`src/rtl/fp_mul_seq.sv`:
```
// Sequential signed fixed-point multiplier: one shift-add step per cycle over |a|*|b|,
// then truncation toward zero and saturation to the signed Q-format range.
module fp_mul_seq #(
    parameter int unsigned WIDTH = 32,
    parameter int unsigned Q     = 16
) (
    input  logic             clock,
    input  logic             reset_n,
    input  logic             start,
    input  logic [WIDTH-1:0] a,
    input  logic [WIDTH-1:0] b,
    output logic             busy,
    output logic             done,
    output logic [WIDTH-1:0] result,
    output logic             overflow
);

    localparam int unsigned      CntW   = (WIDTH > 1) ? $clog2(WIDTH) : 1;
    localparam logic [WIDTH-1:0] MaxPos = {1'b0, {(WIDTH-1){1'b1}}};
    localparam logic [WIDTH-1:0] MinSat = ~MaxPos + WIDTH'(1);

    typedef enum logic [1:0] {StIdle, StCalc, StDone} state_e;

    state_e             state;
    logic               sign;
    logic [WIDTH-1:0]   mag_a;
    logic [WIDTH-1:0]   mag_b;
    logic [2*WIDTH-1:0] acc;
    logic [CntW-1:0]    cnt;

    logic [WIDTH-1:0]   abs_a;
    logic [WIDTH-1:0]   abs_b;
    logic [2*WIDTH-1:0] acc_next;
    logic [WIDTH-1:0]   mag;
    logic               ovf_next;
    logic [WIDTH-1:0]   res_next;

    // The most-negative operand negates to itself, which is exactly 2^(WIDTH-1) unsigned.
    always_comb begin
        abs_a    = a[WIDTH-1] ? (~a + WIDTH'(1)) : a;
        abs_b    = b[WIDTH-1] ? (~b + WIDTH'(1)) : b;
        acc_next = acc;
        if (mag_b[cnt]) begin
            acc_next = acc + ({{WIDTH{1'b0}}, mag_a} << cnt);
        end
        mag      = acc_next[WIDTH+Q-1:Q];
        ovf_next = |acc_next[2*WIDTH-1:WIDTH+Q-1];
        if (ovf_next) begin
            res_next = sign ? MinSat : MaxPos;
        end else begin
            res_next = sign ? (~mag + WIDTH'(1)) : mag;
        end
    end

    always_ff @(posedge clock) begin
        if (!reset_n) begin
            state    <= StIdle;
            sign     <= 1'b0;
            mag_a    <= '0;
            mag_b    <= '0;
            acc      <= '0;
            cnt      <= '0;
            busy     <= 1'b0;
            done     <= 1'b0;
            result   <= '0;
            overflow <= 1'b0;
        end else begin
            done <= 1'b0;
            case (state)
                StIdle: begin
                    if (start) begin
                        sign  <= a[WIDTH-1] ^ b[WIDTH-1];
                        mag_a <= abs_a;
                        mag_b <= abs_b;
                        acc   <= '0;
                        cnt   <= '0;
                        busy  <= 1'b1;
                        state <= StCalc;
                    end
                end
                StCalc: begin
                    acc <= acc_next;
                    cnt <= cnt + CntW'(1);
                    // Result is formed from the final step's sum so it is valid on DONE entry.
                    if (cnt == CntW'(WIDTH - 1)) begin
                        result   <= res_next;
                        overflow <= ovf_next;
                        done     <= 1'b1;
                        state    <= StDone;
                    end
                end
                StDone: begin
                    busy  <= 1'b0;
                    state <= StIdle;
                end
                default: begin
                    busy  <= 1'b0;
                    state <= StIdle;
                end
            endcase
        end
    end

endmodule

```
`config.mk`:
```
export PLATFORM = sky130hd
export DESIGN_NAME = fp_mul_seq
export DESIGN_NICKNAME = d
export VERILOG_FILES = /design/src/rtl/fp_mul_seq.sv
export SDC_FILE = /design/constraint.sdc
export NUM_CORES = 1
export LEC_CHECK = 0
export ABC_CLOCK_PERIOD_IN_PS = 8400
export CAP_MARGIN = 30
export CORE_ASPECT_RATIO = 2
export CORE_MARGIN = 2
export CORE_UTILIZATION = 35
export CTS_CLUSTER_DIAMETER = 40
export DETAILED_ROUTE_END_ITERATION = 12
export GPL_TIMING_DRIVEN = 0
export SYNTH_ARGS = -nofsm -noshare
export SYNTH_HDL_FRONTEND = slang
export SYNTH_SLANG_ARGS = --single-unit
```
`constraint.sdc`:
```
create_clock -name clock -period 8.4 [get_ports clock]
set_clock_uncertainty 0.15 [all_clocks]
set_input_delay 1.26 -clock clock [delete_from_list [all_inputs] [get_ports clock]]
set_output_delay 1.26 -clock clock [all_outputs]
set_load 0.05 [all_outputs]
```
Word-level counts from Yosys, hierarchy flattened

Cells that the tools add are included.

Add/subtract/negate cells: 5
$lt $le $gt $ge: 1
Bitwise operators: 5
Reduce and logical (&&, ||, !) cells: 10
Equality and inequality tests: 5
Shift-type cells: 1
Multiplexer cells: 18

Operator list:

| operator                                            | count |
|---|---|
| two-way mux 32 bit                                  | 5 |
| two-way mux 64 bit                                  | 2 |
| one-hot mux 64 bit (2 select lines)                 | 1 |
| adder 32 x 1 -> 32 bit (second input constant)      | 3 |
| inverter 32 bit                                     | 3 |
| adder 64 bit                                        | 1 |
| left shift 32 x 5 -> 64 bit                         | 1 |
| OR reduction 17 bit                                 | 1 |
| AND reduction 2 bit                                 | 6 |
| one-hot mux 5 bit (2 select lines)                  | 1 |
| < comparator 5 x 6 -> 1 bit (second input constant) | 1 |
| inequality test 2 bit (second input constant)       | 3 |
| adder 5 x 1 -> 5 bit (second input constant)        | 1 |
| binary-select mux 1 bit (select 5 bit)              | 1 |
| == test 5 bit (second input constant)               | 1 |
| two-way mux 5 bit                                   | 1 |
| two-way mux 2 bit                                   | 2 |
| one-hot mux 2 bit (2 select lines)                  | 1 |
| two-way mux 1 bit                                   | 3 |
| AND reduction 3 bit                                 | 1 |
| == test 2 x 1 -> 1 bit (second input constant)      | 1 |
| logical NOT 2 bit                                   | 1 |
| one-hot mux 1 bit (2 select lines)                  | 1 |
| nonzero test 2 bit                                  | 1 |
| 2 further kinds                                     | 2 |

Word-level logic and storage cells: 56
Input port bits: 67
Flip-flop bits (word level): 171
Output and inout port bits: 35

Depth between registers and ports, before layout

Word-level depth: 7
Gate-level depth with buffers: 27
Depth with buffers taken out: 25

Worst setup path after synthesis

Ideal clock, no wire load.

Kind: flip-flop to flip-flop
Start: register cnt[1]
End: register result[18]
Cell stages (with the launch flop): 25
Data required time: 8119 ps
Library setup time: 131 ps
Clock period less this slack: 6033 ps
Arrival: 5752 ps
Buffers on the path: 6
Path slack: 2367 ps
Cell sequence: dfxtp_1 -> clkbuf_1 -> buf_1 -> clkbuf_1 -> mux4_2 -> mux2i_1 -> mux2i_1 -> and2_1 -> ha_1 -> clkbuf_1 -> nand2_1 -> o21ai_0 -> a21oi_1 -> o31ai_1 -> o2111ai_1 -> nand3_1 -> a221o_1 -> or4b_2 -> a31o_1 -> nor4_4 -> buf_2 -> buf_2 -> a21oi_1 -> a21oi_1 -> a21oi_1

Word-level cells in the longest chain between the ends: 7
Elaborated cells on any way between the ends: 12
Classes of those cells: 2 x add/sub; 1 x eq/ne; 1 x shift; 5 x mux; 1 x bitwise; 2 x reduce/logical

RTL lines:

| what                                                                                  | line   | source |
|---|---|---|
| from (decl)                                                                           | 29     | `logic [CntW-1:0] cnt;` |
| from (signal assigned)                                                                | 83     | `cnt <= cnt + CntW'(1);` |
| left shift 32 x 5 -> 64 bit or binary-select mux 1 bit (select 5 bit) (tied branches) | 44, 43 |  |
| adder 64 bit or two-way mux 1 bit (tied branches)                                     | 44, 43 |  |
| two-way mux 64 bit                                                                    | 43     | `if (mag_b[cnt]) begin` |
| inverter 32 bit                                                                       | 51     | `res_next = sign ? (~mag + WIDTH'(1)) : mag;` |
| adder 32 x 1 -> 32 bit                                                                | 51     |  |
| two-way mux 32 bit                                                                    | 51     |  |
| two-way mux 32 bit                                                                    | 48     | `if (ovf_next) begin` |
| to (signal assigned)                                                                  | 86     | `result <= res_next;` |
| to (decl)                                                                             | 14     | `output logic [WIDTH-1:0] result,` |

Several ways; a longest one is shown, not always the timed one. The select of a mux whose other input is x is not followed.
A chain may end at the register's enable or synchronous reset.

Final worst setup path

Start: register cnt[1]
End: register result[23]

Same word-level chain as after synthesis.

==> flow_summary.toml <==
[routing]
drt-total-wl_mm = 68.8
drtPass1Iterations = 8
drtAntennaViolNets = 0
routed-via-count = 16885
vias_per_cell = 6.03
wl_per_cell_um = 24.6
first_iter_violations = 930
drc = 0

[die]
die_y_um = 300
start_util = 0.354
die-area_sq_mm = 0.0455
die_w_um = 152
core_area_sq_mm = 0.0432
io_pins = 102
rows = 108

[worst_hold_path]
hold_class = "flip-flop to flip-flop"
min_to = "result[4]$_SDFFE_PN0P_"
min-delay-start = "result[4]$_SDFFE_PN0P_"
holdPathStages = 2

[timing]
drv_slew = 0
slew_headroom = 0.204
fin_crit_ps = 8110
setup_viol = 0
hold_viol = 0
rsz0062_at_grt = "false"
fin_crit_sh = 0.966
max_freq_ghz = 0.123
worst_slew_pin_slew_ps = 1190

[yosys]
syn_area_per_cell_sq_um = 7.26
synth.top_cell.area_share = 0.224
syn_inst = 2107
ys.flop_type = "dfxtp_1"
synth_edf_count = 0
syn-num-nets = 2243
synthDistinctLibCells = 82
ys_seq_elements = 171
ys_async_sr_fraction = 0
synth_area_leaders = "dfxtp_1 22%, a21oi_1 6.6%, nand2_1 6.5%, nor2_1 6.4%, ha_1 5.6%"
synth.largest_area_cell = "dfxtp_1"
syn-cell-area_sq_mm = 0.0153
ys_seq_area_frac = 0.224
yosysWarnings = 0

[worst_setup_path]
r2r_slack_ps = 290
r2r-start = "cnt[1]$_SDFFE_PN0P_"
crit_required_ps = 8600
critPathMaxStageDelay_ps = 620
critPathMaxFanout = 10
r2r-end = "result[23]$_SDFFE_PN0P_"
start_kind = "flip-flop"
critPathSlowestCell = "or4b_2"
endpoint_kind = "flip-flop"
reg2reg_depth = 25
cp.arrival_ps = 8310
worstSetupPathType = "flip-flop to flip-flop"

[global_route]
grt.total_usage = 0.296
grt_pass1_wl_mm = 102
antenna_found_initial = 0
grt_max_degree = 21
overflow = 0
grt_pass1_vias = 16989

[finish]
fillCellCount = 4665
fin_area_sq_mm = 0.0177
final_core_util = 0.410
drive_gt1_frac = 0.0614
layout_common_cells = "265 x nand2_1, 260 x nor2_1, 201 x a21oi_1"
final_common_cell = "nand2_1"
antenna_cells = 0
area_delta_synth_final_pct = 16.0
nNetsFinal = 2372

[power_and_ir_drop]
p_total_mw = 2.41
p_per_area_mw_per_mm2 = 136
peakVddDrop_uv = 89.9
p_leak_nw = 6.50

[clocking]
cts_hold_buf = 0
cts-root-buf = "clkbuf_16"
cts_tree = "yes"
clockBufferDepth = 2
cts_setup_buffers = 0
cts.sinks = 171
htreeDepth = 4
clk_latency_ps = 490
numCtsBuffers = 17
path_clk_slew_ps = 80

[placed_design]
port_buffers = 101
gp_congestion = 1.07
post_dp_cell_area_sq_mm = 0.0171
dpl.hpwl_mm = 57.2

[status]
status = "complete, no violations"

[job]
maxCapViolations = 0
state kept, by name, summed over array words and instances (netlist names):
signal    cells
result       32
sign          1
done          1
busy          1
cnt           5
mag_a        32
acc          64
mag_b        32
state         2
overflow      1
timing repair:
| action | in CTS | in global routing |
|---|---|---|
| hold endpoints to repair | 0 | 0 |
| setup endpoints to repair | 33 | 33 |
| cloned | 0 | 0 |
| gates resized for setup | 5 | 17 |
synthesized netlist by cell type, types with 15 or more instances:
library cell / instances
nor3_1: 35
xor2_1: 71
xnor2_1: 28
a21oi_1: 202
o21ai_0: 143
buf_1: 19
a31oi_1: 43
or3_1: 19
o22ai_1: 18
o211ai_1: 16
clkbuf_1: 114
dfxtp_1: 171
nor2_1: 261
nand2_1: 265
nand4_1: 36
mux2i_1: 78
o31ai_1: 26
nand3_1: 80
mux2_2: 20
mux4_2: 25
o21a_1: 15
o41ai_1: 16
inv_1: 24
a211oi_1: 85
or4_1: 16
ha_1: 68
a21o_1: 25
layout make-up:
class / instances / area [sq um] / share of cell area
plain buffers: 145 / 582 / 0.0328
multi-input cells: 1763 / 11200 / 0.633
clock buffers: 17 / 425 / 0.0240
flip-flops and latches: 171 / 3420 / 0.193
well taps: 550 / 688 / 0.0388
repair buffers: 110 / 1100 / 0.0622
clock inverters: 15 / 185 / 0.0104
inverters: 28 / 105 / 0.00592
logic make-up after synthesis:
family | synth area share
simple gates | 0.240
compound gates | 0.275
buf+inv | 0.0441
flops | 0.224
mux | 0.103
xor+xnor | 0.0566
fa+ha+maj | 0.0569
worst max path at each step:
stage	slack, ps	endpoint	from
detailed placement	-480	result[23]$_SDFFE_PN0P_	cnt[1]$_SDFFE_PN0P_
finish	290	result[23]$_SDFFE_PN0P_	cnt[1]$_SDFFE_PN0P_
CTS	40	result[23]$_SDFFE_PN0P_	cnt[1]$_SDFFE_PN0P_
global placement	-710	result[16]$_SDFFE_PN0P_	cnt[1]$_SDFFE_PN0P_
floorplan	2370	result[18]$_SDFFE_PN0P_	cnt[1]$_SDFFE_PN0P_
global route	10	result[19]$_SDFFE_PN0P_	cnt[1]$_SDFFE_PN0P_
metal layers:
metal	global-route usage	part of all wire	vias up
li1	-	-	8050
met1	0.252	0.31	7846
met2	0.567	0.53	667
met3	0.0435	0.044	322
met4	0.293	0.12	0
met5	0	0	-
stage by stage:
stage / worst slack (ps) / hold slack [ps] / TNS [ps] / std cells
final: 286 / 305 / 0 / 2799
after global routing: 13.2 / 334 / 0 / 2799
after CTS: 40.4 / 312 / 0 / 2797
after detailed placement: -484 / 294 / -11660 / 2765
after global placement: -712 / 285 / -19310 / 2758
after floorplan: 2370 / 283 / 0 / 2107
worst max-delay path, delay by kind of cell (launching register included):
kind,cells,cell delay [ps]
AO/OA/AOI/OAI,9,2540
adder cells (fa/ha/maj),1,420
buffers and inverters,6,2050
flip-flops,1,390
multiplexers,2,600
AND/OR/NAND/NOR,7,1790
report_power, final:
group	leakage (nW)	total (mW)	switching [mW]	internal, mW
logic	4.81	0.693	0.458	0.236
clock network	0.299	0.848	0.441	0.406
registers	1.39	0.866	0.0250	0.841
total	6.50	2.41	0.924	1.48
Power figures use the tool's default switching activity.
